**src/rtl/dma_read_requester.sv**
```systemverilog
// Host-memory read requester: splits a DMA read command into MRd requests on the RQ port
// and forwards matching RC completion beats as a tagged data stream.
//
// state | meaning
// IDLE  | cmd_ready high, waiting for a read command
// ISSUE | splitting the command into requests, one tag per request
// DRAIN | all requests issued, waiting for every tag to complete
// DONE  | one cycle; done/done_err pulse is registered from here
module dma_read_requester #(
    parameter int DATA_WIDTH = 256,
    parameter int KEEP_WIDTH = DATA_WIDTH / 32,
    parameter int MAX_TAGS   = 8
) (
    input  logic                  user_clk,
    input  logic                  user_reset_p,
    input  logic                  cmd_valid,
    output logic                  cmd_ready,
    input  logic [63:0]           cmd_addr,
    input  logic [15:0]           cmd_dw_len,
    input  logic [2:0]            cfg_max_read_req,
    input  logic                  rq_ready,
    output logic                  rq_valid,
    output logic [3:0]            rq_type,
    output logic                  rq_payload_sop,
    output logic                  rq_payload_last,
    output logic [63:0]           rq_addr,
    output logic [10:0]           rq_payload_dw_count,
    output logic [7:0]            rq_tag,
    output logic [2:0]            rq_tc,
    output logic [DATA_WIDTH-1:0] rq_payload,
    input  logic                  rc_valid,
    input  logic [7:0]            rc_tag,
    input  logic [DATA_WIDTH-1:0] rc_payload,
    input  logic [KEEP_WIDTH-1:0] rc_payload_dw_keep,
    input  logic                  rc_payload_last,
    input  logic                  rc_request_completed,
    input  logic [3:0]            rc_err_code,
    input  logic                  rc_posioned,
    output logic                  out_valid,
    output logic [DATA_WIDTH-1:0] out_data,
    output logic [KEEP_WIDTH-1:0] out_keep,
    output logic [7:0]            out_tag,
    output logic                  out_last,
    output logic                  done,
    output logic                  done_err
);

    typedef enum logic [1:0] {S_IDLE, S_ISSUE, S_DRAIN, S_DONE} state_t;

    state_t                state, state_nxt;
    logic [63:0]           addr_q, src_addr;
    logic [15:0]           remaining, src_rem;
    logic                  err;
    logic [MAX_TAGS-1:0]   busy, busy_nxt;
    logic                  accept, issue, rq_fire, free_any, tag_busy, rc_free, rc_err;
    logic [7:0]            alloc_tag;
    logic [2:0]            mrrs_code;
    logic [10:0]           mrrs_dw, bound_dw, cap_dw, req_dw;

    assign cmd_ready       = (state == S_IDLE) && !user_reset_p;
    assign rq_type         = 4'b0000;
    assign rq_payload_sop  = rq_valid;
    assign rq_payload_last = rq_valid;
    assign rq_tc           = 3'd0;
    assign rq_payload      = '0;
    assign rq_fire         = rq_valid && rq_ready;

    // In IDLE the first request is computed straight from the command so it goes out next cycle.
    always_comb begin
        mrrs_code = (cfg_max_read_req > 3'd5) ? 3'd5 : cfg_max_read_req;
        mrrs_dw   = 11'd32 << mrrs_code;
        src_addr  = (state == S_IDLE) ? (cmd_addr & ~64'h3) : addr_q;
        src_rem   = (state == S_IDLE) ? cmd_dw_len : remaining;
        bound_dw  = 11'd1024 - {1'b0, src_addr[11:2]};
        cap_dw    = (mrrs_dw < bound_dw) ? mrrs_dw : bound_dw;
        req_dw    = (src_rem < {5'd0, cap_dw}) ? src_rem[10:0] : cap_dw;
    end

    always_comb begin
        alloc_tag = 8'd0;
        free_any  = 1'b0;
        tag_busy  = 1'b0;
        for (int i = MAX_TAGS - 1; i >= 0; i--) begin
            if (!busy[i]) begin
                free_any  = 1'b1;
                alloc_tag = 8'(i);
            end
        end
        for (int i = 0; i < MAX_TAGS; i++) begin
            if (rc_valid && rc_tag == 8'(i) && busy[i]) tag_busy = 1'b1;
        end
        rc_free = tag_busy && rc_payload_last && rc_request_completed;
        rc_err  = rc_valid && ((rc_err_code != 4'd0) || rc_posioned || !tag_busy);
        busy_nxt = busy;
        for (int i = 0; i < MAX_TAGS; i++) begin
            if (rq_fire && rq_tag == 8'(i)) busy_nxt[i] = 1'b1;
            if (rc_free && rc_tag == 8'(i)) busy_nxt[i] = 1'b0;
        end
    end

    always_comb begin
        state_nxt = state;
        accept    = 1'b0;
        issue     = 1'b0;
        case (state)
            S_IDLE: begin
                if (cmd_valid) begin
                    accept = 1'b1;
                    if (cmd_dw_len != 16'd0) begin
                        issue     = 1'b1;
                        state_nxt = S_ISSUE;
                    end else begin
                        state_nxt = S_DONE;
                    end
                end
            end
            S_ISSUE: begin
                if (rq_fire && remaining == {5'd0, rq_payload_dw_count}) state_nxt = S_DRAIN;
                else if (!rq_valid && free_any) issue = 1'b1;
            end
            S_DRAIN: if (busy == '0) state_nxt = S_DONE;
            S_DONE:  state_nxt = S_IDLE;
            default: state_nxt = S_IDLE;
        endcase
    end

    always_ff @(posedge user_clk) begin
        if (user_reset_p) begin
            state               <= S_IDLE;
            addr_q              <= '0;
            remaining           <= '0;
            err                 <= 1'b0;
            busy                <= '0;
            rq_valid            <= 1'b0;
            rq_addr             <= '0;
            rq_payload_dw_count <= '0;
            rq_tag              <= '0;
            out_valid           <= 1'b0;
            out_data            <= '0;
            out_keep            <= '0;
            out_tag             <= '0;
            out_last            <= 1'b0;
            done                <= 1'b0;
            done_err            <= 1'b0;
        end else begin
            state <= state_nxt;
            busy  <= busy_nxt;
            if (accept) begin
                addr_q    <= cmd_addr & ~64'h3;
                remaining <= cmd_dw_len;
            end
            if (accept)      err <= 1'b0;
            else if (rc_err) err <= 1'b1;
            if (rq_fire) begin
                rq_valid  <= 1'b0;
                addr_q    <= rq_addr + 64'({rq_payload_dw_count, 2'b00});
                remaining <= remaining - {5'd0, rq_payload_dw_count};
            end else if (issue) begin
                rq_valid            <= 1'b1;
                rq_addr             <= src_addr;
                rq_payload_dw_count <= req_dw;
                rq_tag              <= alloc_tag;
            end
            out_valid <= tag_busy;
            if (tag_busy) begin
                out_data <= rc_payload;
                out_keep <= rc_payload_dw_keep;
                out_tag  <= rc_tag;
                out_last <= rc_payload_last && rc_request_completed;
            end
            done     <= (state == S_DONE);
            done_err <= (state == S_DONE) && err;
        end
    end

endmodule
```
**config.mk**
```make
export PLATFORM = sky130hd
export DESIGN_NAME = dma_read_requester
export DESIGN_NICKNAME = d
export VERILOG_FILES = /design/src/rtl/dma_read_requester.sv
export SDC_FILE = /design/constraint.sdc
export NUM_CORES = 1
export LEC_CHECK = 0
export ABC_AREA = 1
export CORE_AREA = 8 8 377 379
export CTS_CLUSTER_SIZE = 40
export DETAILED_ROUTE_END_ITERATION = 7
export DIE_AREA = 0 0 385 387
export PLACE_DENSITY = 0.47
export SLEW_MARGIN = 20
export SYNTH_ARGS = -nofsm -noshare
export SYNTH_HDL_FRONTEND = slang
export SYNTH_SLANG_ARGS = --single-unit
```
**constraint.sdc**
```tcl
create_clock -name user_clk -period 4.4 [get_ports user_clk]
set_clock_uncertainty 0.1 [all_clocks]
set_input_delay 0.66 -clock user_clk [delete_from_list [all_inputs] [get_ports user_clk]]
set_output_delay 0.66 -clock user_clk [all_outputs]
set_load 0.01 [all_outputs]
```
==> impl_metrics.csv, run 1 <==
group,metric,value,unit
setup_path,path_class,"reg -> reg",
setup_path,cp.required,4820,ps
floorplanning,die_h,387,um
logic_synthesis,synth_commonest_cells,"nor2_1, nand2_1, dfxtp_1, o21ai_0, buf_4",
hold_path,min_path_cells,2,
clocking,clock_latency,670,ps
sta,finalHoldViolCount,0,
final_layout,utilization,25.2,%
final_layout,num-nets-final,4503,
logic_synthesis,synth.most_common_cell,"nor2_1",
clocking,cts.reportedPaths.clkPinSlew,60,ps
placement,dp_cells,5806,
clocking,cts_sinks,446,
floorplanning,start_util,17.1,%
final_layout,syn2layout_area_growth,48.0,%
grt,grt_util_all_layers,16.2,%
route,drtIter0Drc,1406,
clocking,root_buffer,"clkbuf_16",
grt,use_met1,17.9,%
placement,gp_congestion,0.906,
route,firstDrtPassIters,5,
setup_path,arrival,4680,ps
setup_path,slowest_delay,330,ps
logic_synthesis,ys_seq_area_share,38.4,%
logic_synthesis,ys_types,58,
setup_path,crit_path_frequent_cell,"nand3_2",
grt,grt_start_max_net_pins,138,
route,drtAntennaViolNets,0,
grt,grt_pass1_wl,179,mm
route,wl,129,mm
placement,port_buffers,722,
floorplanning,ios,993,
clocking,clockBufferDepth,3,
run,cap_violations,0,
setup_path,endpoint_kind,"flip-flop",
grt,grt_pass1_vias,23900,
logic_synthesis,yosysTopAreaCellShare,38.4,%
placement,place_area,31800,um^2
sta,layout_min_cycle_time,4260,ps
hold_path,hp-class,"in -> reg",
sta,max_freq,0.235,GHz
sta,worstMarginPinSlew,908,ps
pwr,p_total,18.5,mW
logic_synthesis,syn_area_per_cell,6.90,um^2
route,vias,24300,
logic_synthesis,yosys_warnings,0,
route,drc,0,
placement,hpwlAfterDp,101,mm
final_layout,drive_gt1_share,7.92,%
sta,post-route-period-util,96.8,%
logic_synthesis,synth_top_area_cell,"dfxtp_1",
final_layout,fin_cells,5939,
sta,setup_viol,0,
final_layout,design_area,34400,um^2
logic_synthesis,synth_edf_count,0,
grt,grt_util_met3,6.67,%
floorplanning,dieWidth,385,um
sta,whs,253,ps
grt,busiest_layer,"met2",
grt,antenna_found_initial,35,
clocking,numCtsBuffers,59,
logic_synthesis,syn_area,23300,um^2
sta,rsz0062_at_grt,"true",
setup_path,start_kind,"flip-flop",
pwr,p_leak,14.2,nW
status,outcome,"completed",
pwr,power.density,537,nW/um^2
floorplanning,die_area,149000,um^2
logic_synthesis,synth_top_flop_cell,"dfxtp_1",
setup_path,path_max_fanout,5,
sta,drv_slew,0,
floorplanning,num_rows,136,
clocking,htreeDepth,2,
grt,grt_util_met2,29.1,%
logic_synthesis,async_flop_share,0,%
logic_synthesis,syn_inst,3372,
route,wire_per_inst,21.7,um
logic_synthesis,ys_ff_latch,446,
clocking,tritoncts,"yes",
route,viasPerCell,4.09,
setup_path,critPathSlowestCell,"dfxtp_2",
sta,maxSlewHeadroom,39.4,%
grt,overflow,0,
logic_synthesis,yosys-top-cells-area,"dfxtp_1, nor2_1, nand2_1",
pwr,peakVddDrop,0.000332,V
setup_path,reg2reg_depth,26,
floorplanning,core-area,136000,um^2
## where the power goes
group	switching, mW	total, mW	internal, mW
clock network	2.14	5.22	3.08
logic	4.58	7.75	3.17
registers	0.892	5.51	4.62
## final timing paths
path,from,endpoint,slack (ps)
hold reg to reg,out_tag[4]$_SDFFE_PP0P_,out_tag[4]$_SDFFE_PP0P_,340
setup / recovery,state[0]$_SDFFE_PP0P_,rq_payload_dw_count[1]$_SDFFE_PP0P_,140
hold / removal,user_reset_p,addr_q[50]$_SDFFE_PP0P_,250
setup reg to reg,state[0]$_SDFFE_PP0P_,rq_payload_dw_count[1]$_SDFFE_PP0P_,140
## critical path, delay by kind of cell, from the launching register on
family | cells | cell delay, ps
flops | 1 | 330
fa+ha+maj | 4 | 930
buf+inv | 5 | 610
xor+xnor | 1 | 220
compound gates | 5 | 830
simple gates | 11 | 1120
## cells in the final DEF (no fill, tap or decap), types with 30 or more instances in the layout
| master | synthesis | final |
|---|---|---|
| a21oi_1 | 136 | 130 |
| a31oi_1 | 65 | 65 |
| buf_4 | 272 | 99 |
| clkbuf_16 | 0 | 60 |
| clkdlybuf4s50_1 | 0 | 721 |
| conb_1 | 1 | 268 |
| dfxtp_1 | 446 | 444 |
| ha_1 | 43 | 36 |
| inv_1 | 217 | 212 |
| nand2_1 | 571 | 559 |
| nand3_1 | 104 | 90 |
| nand4_1 | 30 | 30 |
| nor2_1 | 687 | 685 |
| o21ai_0 | 378 | 377 |
| o21ai_1 | 52 | 50 |
## through the flow
step	setup TNS, ps	setup slack [ps]
final	0	141
after global routing	-811	-87.6
after CTS	0	28.4
after detailed placement	-6820	-636
after global placement	-7110	-659
after floorplan	0	211
## per-layer routing
layer / wire length [um] / vias up / part of all wire, %
met5: 58 / - / 0.045
met4: 2540 / 8 / 2.0
met3: 13700 / 161 / 11
met2: 63500 / 957 / 49
met1: 49000 / 11400 / 38
li1: - / 11800 / -
## final cells by class
type | count | area, um^2
Tap cell | 1794 | 2240
Clock inverter | 30 | 448
Fill cell | 15100 | 102000
Multi-Input combinational cell | 2520 | 12000
Timing Repair Buffer | 839 | 8300
Antenna cell | 6 | 15.0
Sequential cell | 446 | 8930
Clock buffer | 79 | 1620
Inverter | 225 | 861
## sequential cells by signal (all words and copies together) (netlist names), 8 cells and up
register,cells
busy,8
rq_addr,64
out_tag,8
out_data,256
out_keep,8
addr_q,64
rq_payload_dw_count,11
remaining,16
## cells by family (layout without fill, tap and decap cells)
group           Yosys count  after routing  share of synthesized area (%)
compound gates          691            691                           16.2
xor+xnor                 37             37                           1.43
fa+ha+maj                45             45                           2.49
buf+inv                 674           1173                           15.8
flops                   446            446                           38.4
other cells               1            274                         0.0161
simple gates           1478           1479                           25.7
## timing repair
item | 4_1_cts | 5_1_grt
gates cloned | 1 | 2
hold buffers | 0 | 0
setup endpoints to repair | 11 | 11
gates resized for setup | 12 | 71
buffers inserted | 5 | 11
pin swaps | 3 | 46
Note: power is estimated with default switching activity, not from simulation.
==> inputs of run 2 (changes only) <==
--- a/config.mk
+++ b/config.mk
@@ -7,10 +7,9 @@
 export LEC_CHECK = 0
 export ABC_AREA = 1
 export CORE_AREA = 8 8 377 379
-export CTS_CLUSTER_SIZE = 40
 export DETAILED_ROUTE_END_ITERATION = 7
 export DIE_AREA = 0 0 385 387
-export PLACE_DENSITY = 0.47
+export PLACE_DENSITY_LB_ADDON = 0.1
 export SLEW_MARGIN = 20
 export SYNTH_ARGS = -nofsm -noshare
 export SYNTH_HDL_FRONTEND = slang
==> run 2 against run 1 <==
Sequential share of layout area is essentially flat; die area is the same; critical path depth grew 1; clock power grew 6.7%; via count shrank 2.5%; design area shrank 0.19%; global-route usage shrank 0.19 points; clock-buffer cell count grew 17; flip-flop and latch count is the same; critical path type unchanged.
==> impl_metrics.csv, run 2 (same netlist as run 1, synthesis figures left out) <==
group,metric,value,unit
sta,worstMarginPinSlew,936,ps
placement,port_buffers,722,
sta,setup_viol,0,
sta,max_freq,0.228,GHz
clocking,tritoncts,"yes",
sta,rsz0062_at_grt,"true",
clocking,root_buffer,"clkbuf_16",
floorplanning,core-area,136000,um^2
route,vias,23700,
sta,drv_slew,0,
sta,maxSlewHeadroom,37.6,%
route,wire_per_inst,21.3,um
placement,gp_congestion,0.858,
final_layout,num-nets-final,4494,
floorplanning,ios,993,
pwr,p_leak,14.2,nW
final_layout,nFillCells,15200,
clocking,cts.reportedPaths.clkPinSlew,50,ps
setup_path,cp.required,4860,ps
floorplanning,die_area,149000,um^2
final_layout,top_register,"out_data",
sta,layout_min_cycle_time,4390,ps
final_layout,top_regs,"out_data x256, addr_q x64, rq_addr x64",
setup_path,path_max_fanout,6,
placement,dp_cells,5792,
final_layout,largest_reg_flops,256,
status,outcome,"completed",
final_layout,syn2layout_area_growth,47.7,%
grt,grt_util_all_layers,16.0,%
sta,finalHoldViolCount,0,
setup_path,endpoint_kind,"flip-flop",
sta,setup_tns,0,ps
route,drtIter0Drc,1134,
route,drc,0,
final_layout,fin_cells,5928,
clocking,cts_hold_buf,0,
run,cap_violations,0,
floorplanning,die_h,387,um
placement,hpwlAfterDp,96.5,mm
grt,grt_start_max_net_pins,143,
setup_path,start_kind,"flip-flop",
setup_path,path_class,"reg -> reg",
clocking,numCtsBuffers,67,
hold_path,hp-class,"reg -> reg",
route,drtAntennaViolNets,0,
route,wl,126,mm
final_layout,final_cell_mix,"clkdlybuf4s50_1, nor2_1, nand2_1",
clocking,clockBufferDepth,3,
pwr,peakVddDrop,0.000310,V
pwr,power.density,534,nW/um^2
setup_path,arrival,4860,ps
final_layout,layout_commonest_cell,"clkdlybuf4s50_1",
grt,overflow,0,
route,viasPerCell,4.00,
sta,whs,335,ps
clocking,htreeDepth,3,
grt,grt_pass1_vias,23700,
placement,place_area,31700,um^2
route,firstDrtPassIters,5,
grt,antenna_found_initial,19,
floorplanning,start_util,17.1,%
grt,grt_pass1_wl,177,mm
clocking,clock_latency,650,ps
clocking,cts_sinks,446,
floorplanning,dieWidth,385,um
sta,post-route-period-util,99.9,%
final_layout,design_area,34300,um^2
final_layout,drive_gt1_share,7.63,%
floorplanning,num_rows,136,
==> run 2: what timing repair did <==
item | in CTS | in global routing
endpoints found under the setup margin | 11 | 11
pin swaps | 1 | 25
setup buffers | 1 | 13
cloned | 0 | 1
resized for setup | 0 | 63
==> run 2: layout make-up <==
| type | count | area [um^2] | share of cell area, % |
|---|---|---|---|
| diodes | 5 | 12.5 | 0.0364 |
| clock buffers | 96 | 1990 | 5.78 |
| clock inverters | 20 | 269 | 0.783 |
| inverters | 225 | 861 | 2.51 |
| multi-input cells | 2519 | 11900 | 34.7 |
| flip-flops and latches | 446 | 8930 | 26.0 |
| well taps | 1794 | 2240 | 6.53 |
| repair buffers | 823 | 8120 | 23.6 |
==> run 2: metrics by stage <==
step | util [%] | setup slack (ps) | power [mW]
2_1_floorplan | - | 211 | 9.35
4_1_cts | 24.9 | -0.0240 | 18.3
3_5_place_dp | 23.2 | -434 | 12.5
3_3_place_gp | 23.2 | -401 | 12.6
5_1_grt | 25.2 | -241 | 19.6
6_report | 25.2 | 5.37 | 18.3
==> run 2: worst max-delay path, stage by stage (launching register included) <==
cell and delay (ps):
dfxtp_2 330, inv_2 50, ha_4 190, buf_8 150, o21ai_4 220, ha_4 180, nand2_4 50, nor2_4 120
nand4_1 160, xor2_2 250, ha_1 310, nand2_1 70, nor2_2 130, nand3_1 80, nor2_1 120, nand3_2 110
nand2_4 120, buf_4 120, nand2_1 50, o21ai_2 70, ha_1 270, a21o_1 180, a221oi_2 310, nand2_2 120
buf_6 170, nand2_2 60, nand3_2 60, a21oi_2 150
==> run 2: where the power goes <==
part | internal (mW) | switching, mW | total, mW
registers | 4.62 | 0.828 | 5.45
clock network | 3.33 | 2.23 | 5.57
logic | 2.97 | 4.36 | 7.33
==> run 2: final timing paths <==
check / from / cells after the start / slack, ps / to
worst max register to register: state[0]$_SDFFE_PP0P_ / 27 / 5 / rq_payload_dw_count[4]$_SDFFE_PP0P_
worst min-delay path: out_tag[7]$_SDFFE_PP0P_ / 2 / 340 / out_tag[7]$_SDFFE_PP0P_
worst min register to register: out_tag[7]$_SDFFE_PP0P_ / 2 / 340 / out_tag[7]$_SDFFE_PP0P_
worst max-delay path: state[0]$_SDFFE_PP0P_ / 27 / 5 / rq_payload_dw_count[4]$_SDFFE_PP0P_
==> run 2: layer usage <==
layer	global-route usage, %	vias to the layer above	routed length [um]
met1	18.6	11000	51400
met5	0	-	116
met4	3.13	18	2180
met3	6.64	127	11700
met2	27.6	730	60800
li1	-	11800	-
